===== config.mk =====
export PLATFORM = sky130hd
export DESIGN_NAME = msdap_output_tx
export DESIGN_NICKNAME = d
export VERILOG_FILES = /design/src/rtl/msdap_pkg.sv /design/src/rtl/tx_piso.sv /design/src/rtl/msdap_output_tx.sv
export SDC_FILE = /design/constraint.sdc
export NUM_CORES = 1
export LEC_CHECK = 0
export CAP_MARGIN = 30
export CORE_MARGIN = 5
export CORE_UTILIZATION = 35
export CTS_CLUSTER_DIAMETER = 150
export CTS_CLUSTER_SIZE = 16
export DETAILED_ROUTE_END_ITERATION = 8
export SLEW_MARGIN = 20
export SYNTH_ARGS = -nofsm -noshare
export SYNTH_HDL_FRONTEND = slang
export SYNTH_SLANG_ARGS = --single-unit

===== constraint.sdc =====
create_clock -name clk -period 1.9 [get_ports clk]
set_clock_uncertainty 0.1 [all_clocks]
set_input_delay 0.19 -clock clk [delete_from_list [all_inputs] [get_ports clk]]
set_output_delay 0.19 -clock clk [all_outputs]
set_load 0.01 [all_outputs]

===== src/rtl/msdap_pkg.sv =====
// Shared types and constants for the MSDAP result transmitter.
// The state enum is shared so the top and any observers agree on encoding.
package msdap_pkg;

  localparam int ACC_W = 40;
  localparam int CNT_W = 6;

  typedef enum logic {
    TX_IDLE  = 1'b0,
    TX_SHIFT = 1'b1
  } tx_state_e;

endpackage


===== src/rtl/tx_piso.sv =====
// Parallel-in / serial-out shift register, MSB first, zero fill on shift.
// Load takes priority over shift so a back-to-back reload wins on the last tick.
module tx_piso #(
  parameter int ACC_W = 40
) (
  input  logic             clk,
  input  logic             clear,
  input  logic             load,
  input  logic             shift,
  input  logic [ACC_W-1:0] din,
  output logic             dout
);

  logic [ACC_W-1:0] r_sr;

  always_ff @(posedge clk) begin
    if (clear) begin
      r_sr <= '0;
    end else if (load) begin
      r_sr <= din;
    end else if (shift) begin
      r_sr <= {r_sr[ACC_W-2:0], 1'b0};
    end
  end

  assign dout = r_sr[ACC_W-1];

endmodule


===== src/rtl/msdap_output_tx.sv =====
// Stereo result transmitter: one-deep holding buffer feeding two PISO shifters
// paced by bit_tick, with frame-active and frame-done strobes.
module msdap_output_tx
  import msdap_pkg::*;
#(
  parameter int ACC_W = msdap_pkg::ACC_W,
  parameter int CNT_W = msdap_pkg::CNT_W
) (
  input  logic             clk,
  input  logic             clear,
  input  logic             bit_tick,
  input  logic             res_valid,
  output logic             res_ready,
  input  logic [ACC_W-1:0] res_left,
  input  logic [ACC_W-1:0] res_right,
  output logic             out_ready,
  output logic             out_left,
  output logic             out_right,
  output logic             frame_done
);

  tx_state_e        r_state;
  logic             r_hold_full;
  logic [ACC_W-1:0] r_hold_l;
  logic [ACC_W-1:0] r_hold_r;
  logic [CNT_W-1:0] r_bit_cnt;
  logic             r_frame_done;

  logic w_accept;
  logic w_tick_shift;
  logic w_last;
  logic w_load;

  assign w_accept     = res_valid && !r_hold_full;
  assign w_tick_shift = (r_state == TX_SHIFT) && bit_tick;
  assign w_last       = w_tick_shift && (r_bit_cnt == CNT_W'(ACC_W - 1));
  // The held pair moves into the shifters when idle, or on the final tick of a frame.
  assign w_load       = r_hold_full && ((r_state == TX_IDLE) || w_last);

  always_ff @(posedge clk) begin
    if (clear) begin
      r_state      <= TX_IDLE;
      r_hold_full  <= 1'b0;
      r_hold_l     <= '0;
      r_hold_r     <= '0;
      r_bit_cnt    <= '0;
      r_frame_done <= 1'b0;
    end else begin
      r_frame_done <= w_last;

      if (w_accept) begin
        r_hold_l    <= res_left;
        r_hold_r    <= res_right;
        r_hold_full <= 1'b1;
      end else if (w_load) begin
        r_hold_full <= 1'b0;
      end

      if (r_state == TX_IDLE) begin
        if (r_hold_full) begin
          r_state   <= TX_SHIFT;
          r_bit_cnt <= '0;
        end
      end else if (bit_tick) begin
        if (w_last) begin
          r_bit_cnt <= '0;
          if (!r_hold_full) begin
            r_state <= TX_IDLE;
          end
        end else begin
          r_bit_cnt <= r_bit_cnt + CNT_W'(1);
        end
      end
    end
  end

  assign res_ready  = !r_hold_full;
  assign out_ready  = (r_state == TX_SHIFT);
  assign frame_done = r_frame_done;

  tx_piso #(.ACC_W(ACC_W)) u_piso_left (
    .clk   (clk),
    .clear (clear),
    .load  (w_load),
    .shift (w_tick_shift),
    .din   (r_hold_l),
    .dout  (out_left)
  );

  tx_piso #(.ACC_W(ACC_W)) u_piso_right (
    .clk   (clk),
    .clear (clear),
    .load  (w_load),
    .shift (w_tick_shift),
    .din   (r_hold_r),
    .dout  (out_right)
  );

endmodule


Word level (Yosys, flattened, before mapping). Index checks and enable logic that the tools add are counted.

Bits in registers: 169. Bits in latches: 0. Bits in writable memories: 0. ROM bits: 0. Input port bits: 84. Output and inout bits: 5. Word-level logic and storage cells: 36. Memories: 0.

Add/sub/neg operators: 1. Multiply operators: 0. Divide/modulo/power cells: 0. Magnitude comparators: 0. Equality and inequality tests: 2. Shift-type cells: 0. Mux-type cells: 14. Bitwise operators: 1. Reductions and logical operators: 10.

Operators by type and width (number): 40-bit 2-to-1 mux (4); 6-bit 2-to-1 mux (4); 6-bit by 1-bit adder with 6-bit output (second input constant) (1); 6-bit == test (second input constant) (1); 1-bit 2-to-1 mux (6); 2-bit nonzero test (3); 1-bit logical AND (4); 2-bit inequality test (second input constant) (1); 2-bit AND reduction (1); 1-bit logical NOT (1); 1-bit logical OR (1); 1-bit NOT (1).

Depth between registers and ports, before layout.
Word-level depth: 6. Depth in mapped cells: 7. Gate-level depth less buffers: 4.

Cells and area by module. From an unflattened synthesis, not the netlist that was laid out.

Cell total of the unflattened synthesis: 757. Area total of the unflattened synthesis: 6857.8 sq um.

Modules (own cells, without submodules): tx_piso (times used 2, cells each 178, area an instance 1849.3 sq um, sequential area each 800.8 sq um); msdap_output_tx (times used 1, cells each 401, area an instance 3159.3 sq um, sequential area each 1781.7 sq um).

Worst setup path after synthesis. Ideal clock, no wire load.

Path type: flip-flop to flip-flop. Start point: register r_bit_cnt[0]. End point: register u_piso_left.r_sr[19]. Setup time: 0.122 ns. Arrival time: 1.382 ns. Required time: 1.678 ns. Slack: 0.297 ns. Cell stages (with the launch flop): 8. Buffers on the path: 3. Clock period less this slack: 1.603 ns. Path through: dfxtp_1 ha_1 and2_1 buf_4 buf_4 buf_2 a31oi_1 a21oi_1.

Longest elaborated chain between the ends: 5. Elaborated cells between the ends (all ways): 6. Classes of those cells: 1 x eq/ne; 1 x mux; 4 x reduce/logical.

RTL lines: from (decl) (RTL line msdap_output_tx.sv:26) `logic [CNT_W-1:0] r_bit_cnt;`; from (signal assigned) (RTL line msdap_output_tx.sv:71) `r_bit_cnt <= r_bit_cnt + CNT_W'(1);`; 6-bit == test * (RTL line msdap_output_tx.sv:36) `assign w_last = w_tick_shift && (r_bit_cnt == CNT_W'(ACC_W - 1));`; 1-bit logical AND * (RTL line msdap_output_tx.sv:36); 1-bit logical OR * (RTL line msdap_output_tx.sv:38) `assign w_load = r_hold_full && ((r_state == TX_IDLE) || w_last);`; 1-bit logical AND * (RTL line msdap_output_tx.sv:38); 40-bit 2-to-1 mux or 2-bit nonzero test (tied branches); to (signal assigned) (RTL line tx_piso.sv:20) `r_sr <= din;`; to (signal assigned) (RTL line tx_piso.sv:22) `r_sr <= {r_sr[ACC_W-2:0], 1'b0};`; to (decl) (RTL line tx_piso.sv:14) `logic [ACC_W-1:0] r_sr;`.

Mark *: on every way between the ends. The rest lies on a longest branch, timed or not. A chain may end at the register's enable or synchronous reset.

Final worst setup path.
Start point: register r_hold_full. End point: output res_ready.

Longest elaborated chain between the ends: 1.

RTL lines: from (decl) (RTL line msdap_output_tx.sv:23) `logic r_hold_full;`; from (signal assigned) (RTL line msdap_output_tx.sv:43) `r_hold_full <= 1'b0;`; from (signal assigned) (RTL line msdap_output_tx.sv:54) `r_hold_full <= 1'b1;`; from (signal assigned) (RTL line msdap_output_tx.sv:56) `r_hold_full <= 1'b0;`; 1-bit logical NOT (RTL line msdap_output_tx.sv:77) `assign res_ready = !r_hold_full;`; to (decl) (RTL line msdap_output_tx.sv:13) `output logic res_ready,`.

Every way passes these cells.

==> impl_results.html <==
<table>
<tr><th>Metric</th><th>Value</th></tr>
<tr><th colspan="2">Pwr</th></tr>
<tr><td>Cell Pwr Density</td><td>944 mW/mm²</td></tr>
<tr><td>Post-route total power</td><td>8.33 mW</td></tr>
<tr><td>Peak ir drop on the vdd network</td><td>0.646 mV</td></tr>
<tr><td>P_leak</td><td>3.06 nW</td></tr>
<tr><th colspan="2">Synth</th></tr>
<tr><td>Nets in the synthesized netlist</td><td>954</td></tr>
<tr><td>Post-synthesis cell type with the largest combined area</td><td>sky130_fd_sc_hd__dfxtp_1</td></tr>
<tr><td>Share of the synthesized area in compound gates (AO/OA/AOI/OAI)</td><td>34.6%</td></tr>
<tr><td>Synthesized area per cell</td><td>8.22 µm²</td></tr>
<tr><td>Dominant cells by area after synthesis</td><td>sky130_fd_sc_hd__dfxtp_1 47%, sky130_fd_sc_hd__a21oi_1 11%, sky130_fd_sc_hd__o221ai_1 9.6%</td></tr>
<tr><td>Number of flops mapped to enable cells by yosys</td><td>0</td></tr>
<tr><td>Post-synthesis register bit count</td><td>169</td></tr>
<tr><td>Most frequently used flop master after synthesis</td><td>sky130_fd_sc_hd__dfxtp_1</td></tr>
<tr><td>Yosys warning count</td><td>0</td></tr>
<tr><td>Area share of fa/ha/maj cells after synthesis</td><td>0.175%</td></tr>
<tr><td>Post-synthesis sequential area ratio</td><td>47.4%</td></tr>
<tr><td>Simple logic cell fraction of the synthesized area</td><td>10.8%</td></tr>
<tr><td>Mapped cell area</td><td>0.00714 mm²</td></tr>
<tr><td>Dominant combinational cell family by area after synthesis</td><td>compound AO/OA/AOI/OAI gates</td></tr>
<tr><td>Mux contribution to synthesized area</td><td>0.350%</td></tr>
<tr><td>Most frequent cells after synthesis</td><td>169 x sky130_fd_sc_hd__dfxtp_1, 166 x sky130_fd_sc_hd__nand2_1, 164 x sky130_fd_sc_hd__a21oi_1, 78 x sky130_fd_sc_hd__a31oi_1, 78 x sky130_fd_sc_hd__o221ai_1</td></tr>
<tr><td>Post-Synth XOR/XNOR Area</td><td>0%</td></tr>
<tr><td>Yosys top cell area share</td><td>47.4%</td></tr>
<tr><td>Count of unique library cells instantiated by Yosys</td><td>38</td></tr>
<tr><td>Leading cell type by number of instances after synthesis</td><td>sky130_fd_sc_hd__dfxtp_1</td></tr>
<tr><td>Async set-reset flop share out of synthesis</td><td>0%</td></tr>
<tr><td>Count of mapped cells out of synthesis</td><td>869</td></tr>
<tr><th colspan="2">Route</th></tr>
<tr><td>Vias per inst</td><td>5.61</td></tr>
<tr><td>Number of optimization iterations in the first detailed-route pass</td><td>7</td></tr>
<tr><td>Routed WL per cell</td><td>16.3 µm</td></tr>
<tr><td>Post-Route WL</td><td>19300 µm</td></tr>
<tr><td>Final antenna-violating net count</td><td>0</td></tr>
<tr><td>Remaining routing DRC violations</td><td>0</td></tr>
<tr><td>Vias after detailed routing</td><td>6650</td></tr>
<tr><td>Drt first-iter violations</td><td>628</td></tr>
<tr><th colspan="2">Placement</th></tr>
<tr><td>Number of buffer cells added on primary ports</td><td>88</td></tr>
<tr><td>Placed Cells</td><td>1154</td></tr>
<tr><td>Hpwl dp</td><td>11200 µm</td></tr>
<tr><td>Instance area at placement</td><td>0.00825 mm²</td></tr>
<tr><td>Placer's final routability congestion estimate</td><td>0.774</td></tr>
<tr><th colspan="2">Floorplanning</th></tr>
<tr><td>Y dimension of the die</td><td>153 µm</td></tr>
<tr><td>Area of the core</td><td>0.0202 mm²</td></tr>
<tr><td>Effective utilization at floorplan</td><td>35.4%</td></tr>
<tr><td>Number of core rows</td><td>52</td></tr>
<tr><td>Width of the chip</td><td>153 µm</td></tr>
<tr><td>Io pins</td><td>89</td></tr>
<tr><td>Die area</td><td>0.0234 mm²</td></tr>
<tr><th colspan="2">Finish</th></tr>
<tr><td>Antenna diode count</td><td>0</td></tr>
<tr><td>Post-layout instance count excluding filler cells</td><td>1186</td></tr>
<tr><td>Share of post-route cells with drive strength above 1</td><td>7.97%</td></tr>
<tr><td>Fin nets</td><td>988</td></tr>
<tr><td>Final Cell Area</td><td>0.00883 mm²</td></tr>
<tr><td>P&amp;R area growth vs syn</td><td>23.6%</td></tr>
<tr><th colspan="2">Setup path</th></tr>
<tr><td>CP Launch Type</td><td>flop</td></tr>
<tr><td>Worst-path fanout max</td><td>10</td></tr>
<tr><td>Classification of the worst setup path</td><td>reg2out</td></tr>
<tr><td>Worst EP arrival</td><td>1510 ps</td></tr>
<tr><td>Type of destination of the critical path</td><td>primary output</td></tr>
<tr><td>WP data required</td><td>1610 ps</td></tr>
<tr><th colspan="2">Global route</th></tr>
<tr><td>Number of global-route vias before repair</td><td>6190</td></tr>
<tr><td>Maximum number of pins on one net before global-route repair</td><td>81</td></tr>
<tr><td>Total track usage</td><td>16.2%</td></tr>
<tr><td>GRT overflow</td><td>0</td></tr>
<tr><td>Global-route wire length before repair</td><td>31700 µm</td></tr>
<tr><td>Antenna violations before repair</td><td>0</td></tr>
<tr><th colspan="2">CTS</th></tr>
<tr><td>Post-CTS Repair Setup Buffers</td><td>0</td></tr>
<tr><td>CTS tree</td><td>yes</td></tr>
<tr><td>Latest clock arrival within the worst-skew pair</td><td>440 ps</td></tr>
<tr><td>Number of H-tree levels</td><td>4</td></tr>
<tr><td>Buffer depth of the longest clock path</td><td>2</td></tr>
<tr><td>Clock sinks</td><td>169</td></tr>
<tr><td>Root Driver</td><td>sky130_fd_sc_hd__clkbuf_16</td></tr>
<tr><td>CTS buffer count</td><td>17</td></tr>
<tr><td>Post-CTS clock slew at the launch and capture registers of the worst setup and hold paths</td><td>70 ps</td></tr>
<tr><th colspan="2">STA</th></tr>
<tr><td>Max Slew Vio Count</td><td>0</td></tr>
<tr><td>Min Hold Slack</td><td>158 ps</td></tr>
<tr><td>Achievable frequency</td><td>556 MHz</td></tr>
<tr><td>Total negative setup slack</td><td>0 ps</td></tr>
<tr><td>Final number of hold-violating endpoints</td><td>0</td></tr>
<tr><td>Slew at the pin closest to its max-slew limit</td><td>646 ps</td></tr>
<tr><td>Share of the clock period used by the worst path after layout</td><td>94.6%</td></tr>
<tr><td>Setup repair after global routing missed its margin</td><td>false</td></tr>
<tr><td>Final setup violation count</td><td>0</td></tr>
<tr><td>Relative max-transition margin</td><td>56.9%</td></tr>
<tr><td>Final period demand of the worst path</td><td>1800 ps</td></tr>
<tr><th colspan="2">Worst hold path</th></tr>
<tr><td>Type of the tightest min-delay check</td><td>in2reg</td></tr>
<tr><th colspan="2">Status</th></tr>
<tr><td>Result of the run</td><td>complete, no violations</td></tr>
<tr><th colspan="2">Job</th></tr>
<tr><td>Maxcap violations</td><td>0</td></tr>
</table>
[placed cells by master (no fill, tap or decap), types with 2 or more instances in the layout]
cell / n
sky130_fd_sc_hd__clkbuf_16: 17
sky130_fd_sc_hd__dfxtp_1: 167
sky130_fd_sc_hd__clkdlybuf4s50_1: 87
sky130_fd_sc_hd__nand3_1: 4
sky130_fd_sc_hd__o221ai_1: 78
sky130_fd_sc_hd__nor2_1: 3
sky130_fd_sc_hd__a31oi_1: 78
sky130_fd_sc_hd__inv_1: 3
sky130_fd_sc_hd__clkbuf_8: 2
sky130_fd_sc_hd__o21ai_0: 77
sky130_fd_sc_hd__nand2_1: 165
sky130_fd_sc_hd__o31ai_1: 2
sky130_fd_sc_hd__nand2b_4: 2
sky130_fd_sc_hd__o21ai_1: 2
sky130_fd_sc_hd__clkinv_4: 4
sky130_fd_sc_hd__a32o_1: 2
sky130_fd_sc_hd__buf_4: 13
sky130_fd_sc_hd__nand2_2: 2
sky130_fd_sc_hd__or4_1: 2
sky130_fd_sc_hd__a21oi_1: 164
sky130_fd_sc_hd__inv_8: 2
sky130_fd_sc_hd__clkinvlp_4: 3
sky130_fd_sc_hd__buf_12: 11
sky130_fd_sc_hd__inv_6: 3
sky130_fd_sc_hd__a31o_2: 2
[registers in the layout, summed over array words and instances (netlist names)]
| name | count |
|---|---|
| u_piso_left.r_sr | 40 |
| r_bit_cnt | 6 |
| r_hold_r | 40 |
| out_ready | 1 |
| frame_done | 1 |
| r_hold_full | 1 |
| u_piso_right.r_sr | 40 |
| r_hold_l | 40 |
[through the flow]
step                      utilization, %  setup WS (ps)
after CTS                           43.7           71.3
after global placement              40.9            123
after floorplan                        -            297
after global routing                43.8           48.9
after detailed placement            40.9           91.5
final                               43.8            103
[per-layer routing]
layer  global-route usage, %  up-vias  routed length, µm  part of all wire (%)
met3                    3.73       20               1040                   5.4
met2                    24.6      184               8890                    46
met1                    22.7     3148               9120                    47
met4                    5.43        0                250                   1.3
li1                        -     3298                  -                     -
met5                       0        -                  0                     0
[worst max-delay path: stages, from the launching register on]
cell                              delay (ps)
sky130_fd_sc_hd__dfxtp_4                 400
sky130_fd_sc_hd__inv_1                   120
sky130_fd_sc_hd__clkdlybuf4s50_1         550
[final cells by class]
type	count	area (µm²)
clock inverter	13	111
tap	270	338
clock buffer	19	453
timing repair buffer	112	1200
inverter	4	15.0
sequential	169	3390
fill	2076	11300
multi-input combinational	599	3320
[worst paths after layout]
| check | from | endpoint | slack, ps | cells past startpoint |
|---|---|---|---|---|
| hold / removal | clear | r_hold_r[0] | 160 | 3 |
| setup reg to reg | r_bit_cnt[0] | u_piso_left.r_sr[33] | 210 | 5 |
| setup / recovery | r_hold_full | res_ready | 100 | 2 |
| hold reg to reg | u_piso_right.r_sr[0] | u_piso_right.r_sr[0] | 360 | 1 |
[cell families (layout without fill, tap and decap cells)]
family / after synthesis / count (layout)
adder cells (fa/ha/maj): 1 / 1
AND/OR/NAND/NOR: 187 / 187
multiplexers: 2 / 2
AO/OA/AOI/OAI: 409 / 409
flip-flops: 169 / 169
buffers and inverters: 101 / 148
[repair_timing]
item,4_1_cts,5_1_grt
endpoints found under the setup margin,2,2
pin swaps,0,0
hold buffers,0,0
resized for setup,3,2
[power by group]
| part | internal (mW) | switching (mW) |
|---|---|---|
| sequential | 3.83 | 0.184 |
| clock | 1.78 | 1.54 |
| combinational | 0.489 | 0.517 |
| total | 6.09 | 2.24 |
No activity file was read; power rests on OpenSTA's default activity.
